<file path="config.mk">
export PLATFORM = sky130hd
export DESIGN_NAME = seq_unsigned_divider
export DESIGN_NICKNAME = d
export VERILOG_FILES = /design/src/rtl/seq_unsigned_divider.sv
export SDC_FILE = /design/constraint.sdc
export NUM_CORES = 1
export LEC_CHECK = 0
export BUFFER_PORTS_ARGS = -buffer_cell sky130_fd_sc_hd__buf_2
export CAP_MARGIN = 15
export CORE_MARGIN = 1.5
export CORE_UTILIZATION = 56
export DETAILED_ROUTE_END_ITERATION = 6
export GPL_TIMING_DRIVEN = 0
export PLACE_DENSITY = 0.84
export REMOVE_ABC_BUFFERS = 1
export SETUP_SLACK_MARGIN = 0.4
export SYNTH_ARGS = -nofsm -noshare
export SYNTH_HDL_FRONTEND = slang
export SYNTH_SLANG_ARGS = --single-unit
</file>
<file path="constraint.sdc">
create_clock -name clk -period 2.85 [get_ports clk]
set_clock_uncertainty 0.1 [all_clocks]
set_input_delay 0.4275 -clock clk [delete_from_list [all_inputs] [get_ports clk]]
set_output_delay 0.4275 -clock clk [all_outputs]
set_load 0.02 [all_outputs]
</file>
<file path="src/rtl/seq_unsigned_divider.sv">
// seq_unsigned_divider
// Multi-cycle restoring divider: one quotient bit per clock, start/done
// handshake shared with the sequential multiplier.
// Optional feature macro: SEQ_DIV_ZERO_CHECK_EN -- when defined, a zero
// divisor completes one edge after acceptance and raises div_by_zero;
// when undefined, a zero divisor runs the full loop and div_by_zero is 0.
module seq_unsigned_divider #(
    parameter int WIDTH = 8
) (
    input  logic             clk,
    input  logic             rst,
    input  logic             start,
    input  logic [WIDTH-1:0] dividend,
    input  logic [WIDTH-1:0] divisor,
    output logic [WIDTH-1:0] quotient,
    output logic [WIDTH-1:0] remainder,
    output logic             busy,
    output logic             done,
    output logic             div_by_zero
);

    localparam int CNT_W = $clog2(WIDTH + 1);

    localparam logic [0:0] IDLE = 1'b0;
    localparam logic [0:0] RUN  = 1'b1;

    localparam logic [CNT_W-1:0] LAST_STEP = CNT_W'(WIDTH - 1);

    logic [0:0]       state;
    logic [CNT_W-1:0] cnt;
    logic [WIDTH-1:0] q_sr;
    logic [WIDTH-1:0] d_reg;
    // The partial remainder is always below the divisor after a step, so its
    // extra top bit is always zero and is not kept in the register.
    logic [WIDTH-1:0] r_reg;
    logic [WIDTH-1:0] r_nxt;
    logic [WIDTH-1:0] q_nxt;
    logic             q_bit;

    // One restoring step: shift in the next dividend bit, trial-subtract the
    // divisor, keep the difference only when it did not borrow.
    function automatic logic [WIDTH:0] restore_step(
        input logic [WIDTH-1:0] r,
        input logic             in_bit,
        input logic [WIDTH-1:0] d
    );
        logic [WIDTH:0] s;
        logic [WIDTH:0] t;
        s = {r, in_bit};
        t = s - {1'b0, d};
        if (!t[WIDTH]) begin
            restore_step = {t[WIDTH-1:0], 1'b1};
        end else begin
            restore_step = {s[WIDTH-1:0], 1'b0};
        end
    endfunction

    // Next partial remainder and next quotient shift register for this step.
    always_comb begin
        {r_nxt, q_bit} = restore_step(r_reg, q_sr[WIDTH-1], d_reg);
        q_nxt          = {q_sr[WIDTH-2:0], q_bit};
    end

`ifndef SEQ_DIV_ZERO_CHECK_EN
    assign div_by_zero = 1'b0;
`endif

    // Control FSM, iteration datapath and registered results.
    always_ff @(posedge clk or posedge rst) begin
        if (rst) begin
            state     <= IDLE;
            cnt       <= '0;
            q_sr      <= '0;
            d_reg     <= '0;
            r_reg     <= '0;
            quotient  <= '0;
            remainder <= '0;
            busy      <= 1'b0;
            done      <= 1'b0;
`ifdef SEQ_DIV_ZERO_CHECK_EN
            div_by_zero <= 1'b0;
`endif
        end else begin
            done <= 1'b0;
            case (state)
                IDLE: begin
                    if (start) begin
                        q_sr  <= dividend;
                        d_reg <= divisor;
                        r_reg <= '0;
                        cnt   <= '0;
                        busy  <= 1'b1;
                        state <= RUN;
                    end
                end
                RUN: begin
`ifdef SEQ_DIV_ZERO_CHECK_EN
                    if (d_reg == '0) begin
                        // Early exit: same result the full loop would give.
                        quotient    <= '1;
                        remainder   <= q_sr;
                        div_by_zero <= 1'b1;
                        done        <= 1'b1;
                        busy        <= 1'b0;
                        state       <= IDLE;
                    end else
`endif
                    begin
                        r_reg <= r_nxt;
                        q_sr  <= q_nxt;
                        cnt   <= cnt + 1'b1;
                        if (cnt == LAST_STEP) begin
                            quotient  <= q_nxt;
                            remainder <= r_nxt;
`ifdef SEQ_DIV_ZERO_CHECK_EN
                            div_by_zero <= 1'b0;
`endif
                            done  <= 1'b1;
                            busy  <= 1'b0;
                            state <= IDLE;
                        end
                    end
                end
                default: state <= IDLE;
            endcase
        end
    end

endmodule

</file>
==> key figures <==
Outcome
  – Status: finished, final reports clean

Logic synthesis
  – Yosys top cell area share: between 40% and 50%
  – Post-synthesis cell type count: 40
  – Synth area leader: dfrtp_1
  – Warnings from Yosys: 0
  – Synth area leaders: dfrtp_1 (50%), nand2_1 (9.7%), mux2i_1 (6.4%)
  – Most common flop cell mapped by yosys: dfrtp_1
  – Post-synth EDFFs: 0
  – Cell with the most instances after synthesis: nand2_1
  – Seq/Total Area, Yosys: between 40% and 50%
  – Mapped cell area: roughly 0.0024 mm²
  – Post-synthesis register bit count: 47
  – FFs w/ async S/R, synth: 100%
  – Avg Inst Size Synth: around 9.5 µm²
  – Most frequent cells after synthesis: nand2_1 (61), dfrtp_1 (47), o21ai_0 (19)
  – Gate Count Post-Synth: between 200 and 250

Detailed routing
  – Router iterations before antenna repair: 4
  – Initial detailed-routing violation count: 172
  – Drt drc: 0
  – Drt total wl: about 5600 µm
  – Total number of vias: 1934
  – DRT antenna net count: 0
  – Routed length per placed instance: between 15 and 20 µm
  – Via/cell ratio: between 5 and 6

STA
  – Max-slew headroom: 36.2%
  – Final slew viol count: 0
  – Endpoints failing setup: 0
  – Final Cycle Share: 94.5%
  – Period minus WS final: approximately 2.7 ns
  – Total negative slack: 0 ns
  – RSZ-0062 raised after global routing: yes
  – Fin Hold WS: roughly 0.014 ns
  – Final hold vios: 0
  – Worst Tran Pin Value: 0.954 ns
  – Fmax: approximately 370 MHz

Clocking
  – Htree depth: 2
  – CTS tree: yes
  – Clock tree buffer depth: 2
  – Total CTS buffers: 5
  – Clock-pin slew on the worst setup and hold paths: 0.08 ns
  – Worst-Skew Late Latency: ~0.3 ns
  – CTS Root Cell: clkbuf_8
  – Cts hold-fix bufs: 0
  – Clk sinks: 47

GRT
  – First-pass GRT wire length: 7930 µm
  – Largest net degree at the start of global routing: 29
  – Initial antenna violation count: 0
  – Total congestion overflow: 0
  – Vias in the first global route: roughly 1.7k
  – Total Routing Usage GR: around a quarter

Worst setup path
  – Worst R2R Path Depth: 10
  – Setup CP Type: reg2reg
  – Worst path required time: a little under 3 ns
  – Worst Path Arrival: 2.81 ns
  – CP startpoint kind: register
  – FF-to-FF setup slack: approximately 0.16 ns
  – Reg-to-Reg End: r_reg[0]
  – R2R Path Start: q_sr[7]
  – Crit. End Element: register
  – Critical-path maximum fanout: 4

Final layout
  – Nets: 321
  – Antenna Diode Count: 0
  – # fillers: around 280
  – Register Area: around 0.0012 mm²
  – Fin area: 0.00293 mm²
  – Synth-to-Final Area Change: 24.1%
  – Multi-input gate area: approximately 0.0012 mm²
  – Share of layout cells above drive strength 1: between 20 and 30%

Floorplan
  – Area of the core: roughly 0.004 mm²
  – Die Y: ~68 µm
  – Die area: between 0.004 and 0.005 mm²
  – Die width: roughly 68 µm
  – IO Pins: 38
  – Initial core utilization: approximately 60%
  – Row count: 23

Placement
  – IO buf count: 36
  – Dpl cell area: 0.00256 mm²
  – Post-DP HPWL: approximately 3200 µm
  – Gpl congestion: ~0.86

Job
  – Max-cap check violation count: 0

Min path
  – Hold/Removal Path Class: in2async
worst max path at each step:
| stage | from | to | slack (ns) | cells past startpoint |
|---|---|---|---|---|
| 3_3_place_gp | q_sr[7] | r_reg[0] | -0.15 | 9 |
| 2_1_floorplan | q_sr[7] | r_reg[0] | 0.16 | 9 |
| 3_5_place_dp | q_sr[7] | r_reg[0] | -0.19 | 9 |
| 5_1_grt | q_sr[7] | r_reg[3] | 0.1 | 10 |
| 6_report | q_sr[7] | r_reg[0] | 0.16 | 10 |
| 4_1_cts | q_sr[7] | r_reg[0] | 0.19 | 10 |
cells by family (layout without fill, tap and decap cells):
logic type / after synthesis / after routing / synth area share (%)
AND/OR/NAND/NOR: 83 / 83 / 14.3
AO/OA/AOI/OAI: 56 / 56 / 15.4
flip-flops: 47 / 47 / 49.8
buffers and inverters: 29 / 73 / 5.14
multiplexers: 17 / 17 / 7.31
adder cells (fa/ha/maj): 10 / 10 / 5.62
XOR/XNOR: 6 / 6 / 2.23
other: 1 / 1 / 0.159
layout make-up:
| type | count | share of cell area (%) |
|---|---|---|
| Multi-Input combinational cell | 173 | 40.6 |
| Sequential cell | 47 | 40.2 |
| Timing Repair Buffer | 49 | 10.5 |
| Clock buffer | 6 | 2.48 |
| Tap cell | 50 | 2.13 |
| Clock inverter | 2 | 2.05 |
| Inverter | 16 | 2.05 |
what timing repair did:
item | CTS | global route
buffers inserted | 7 | 5
resized for setup | 14 | 19
pin swaps | 6 | 7
cloned | 0 | 0
setup endpoints to repair | 18 | 19
metrics by stage:
step	std cells	util (%)	setup WS (ns)
after floorplan	236	-	0.162
after global placement	322	63.1	-0.148
after global routing	343	72.7	0.0993
after detailed placement	323	63.6	-0.191
final	343	72.7	0.157
after CTS	338	69.6	0.189
layout by cell type, fill, tap and decap left out, types with 2 or more instances in the layout:
cell / n
o22ai_1: 5
xor2_1: 5
nand3_1: 5
mux2i_4: 3
inv_1: 11
buf_6: 5
o221ai_2: 2
a21oi_1: 5
mux2i_1: 10
ha_1: 8
a31oi_1: 2
nand2_1: 60
nand2b_1: 2
bufinv_16: 2
inv_2: 5
buf_4: 7
clkbuf_8: 5
o21ai_1: 8
o21ai_0: 19
mux2i_2: 2
dfrtp_1: 46
a211oi_1: 2
buf_2: 36
nor2_1: 10
worst max-delay path, stage by stage (launching register included):
cell and delay, ns:
dfrtp_1 0.41, inv_2 0.09, ha_4 0.13, inv_2 0.03, fa_2 0.36, a211oi_4 0.26, o211ai_2 0.16, a221oi_4 0.45
buf_4 0.19, mux2_4 0.31, o22ai_2 0.13
metal layers:
layer	GRT usage (%)	vias to the layer above	wire, µm
met5	0	-	0
met4	11.0	0	125
met3	3.45	14	318
met2	36.9	73	2840
met1	31.9	921	2290
li1	-	926	-
Power is left out: the tool's default activity adds up to more than one toggle a clock period on the data nets, which glitch-free logic cannot reach.
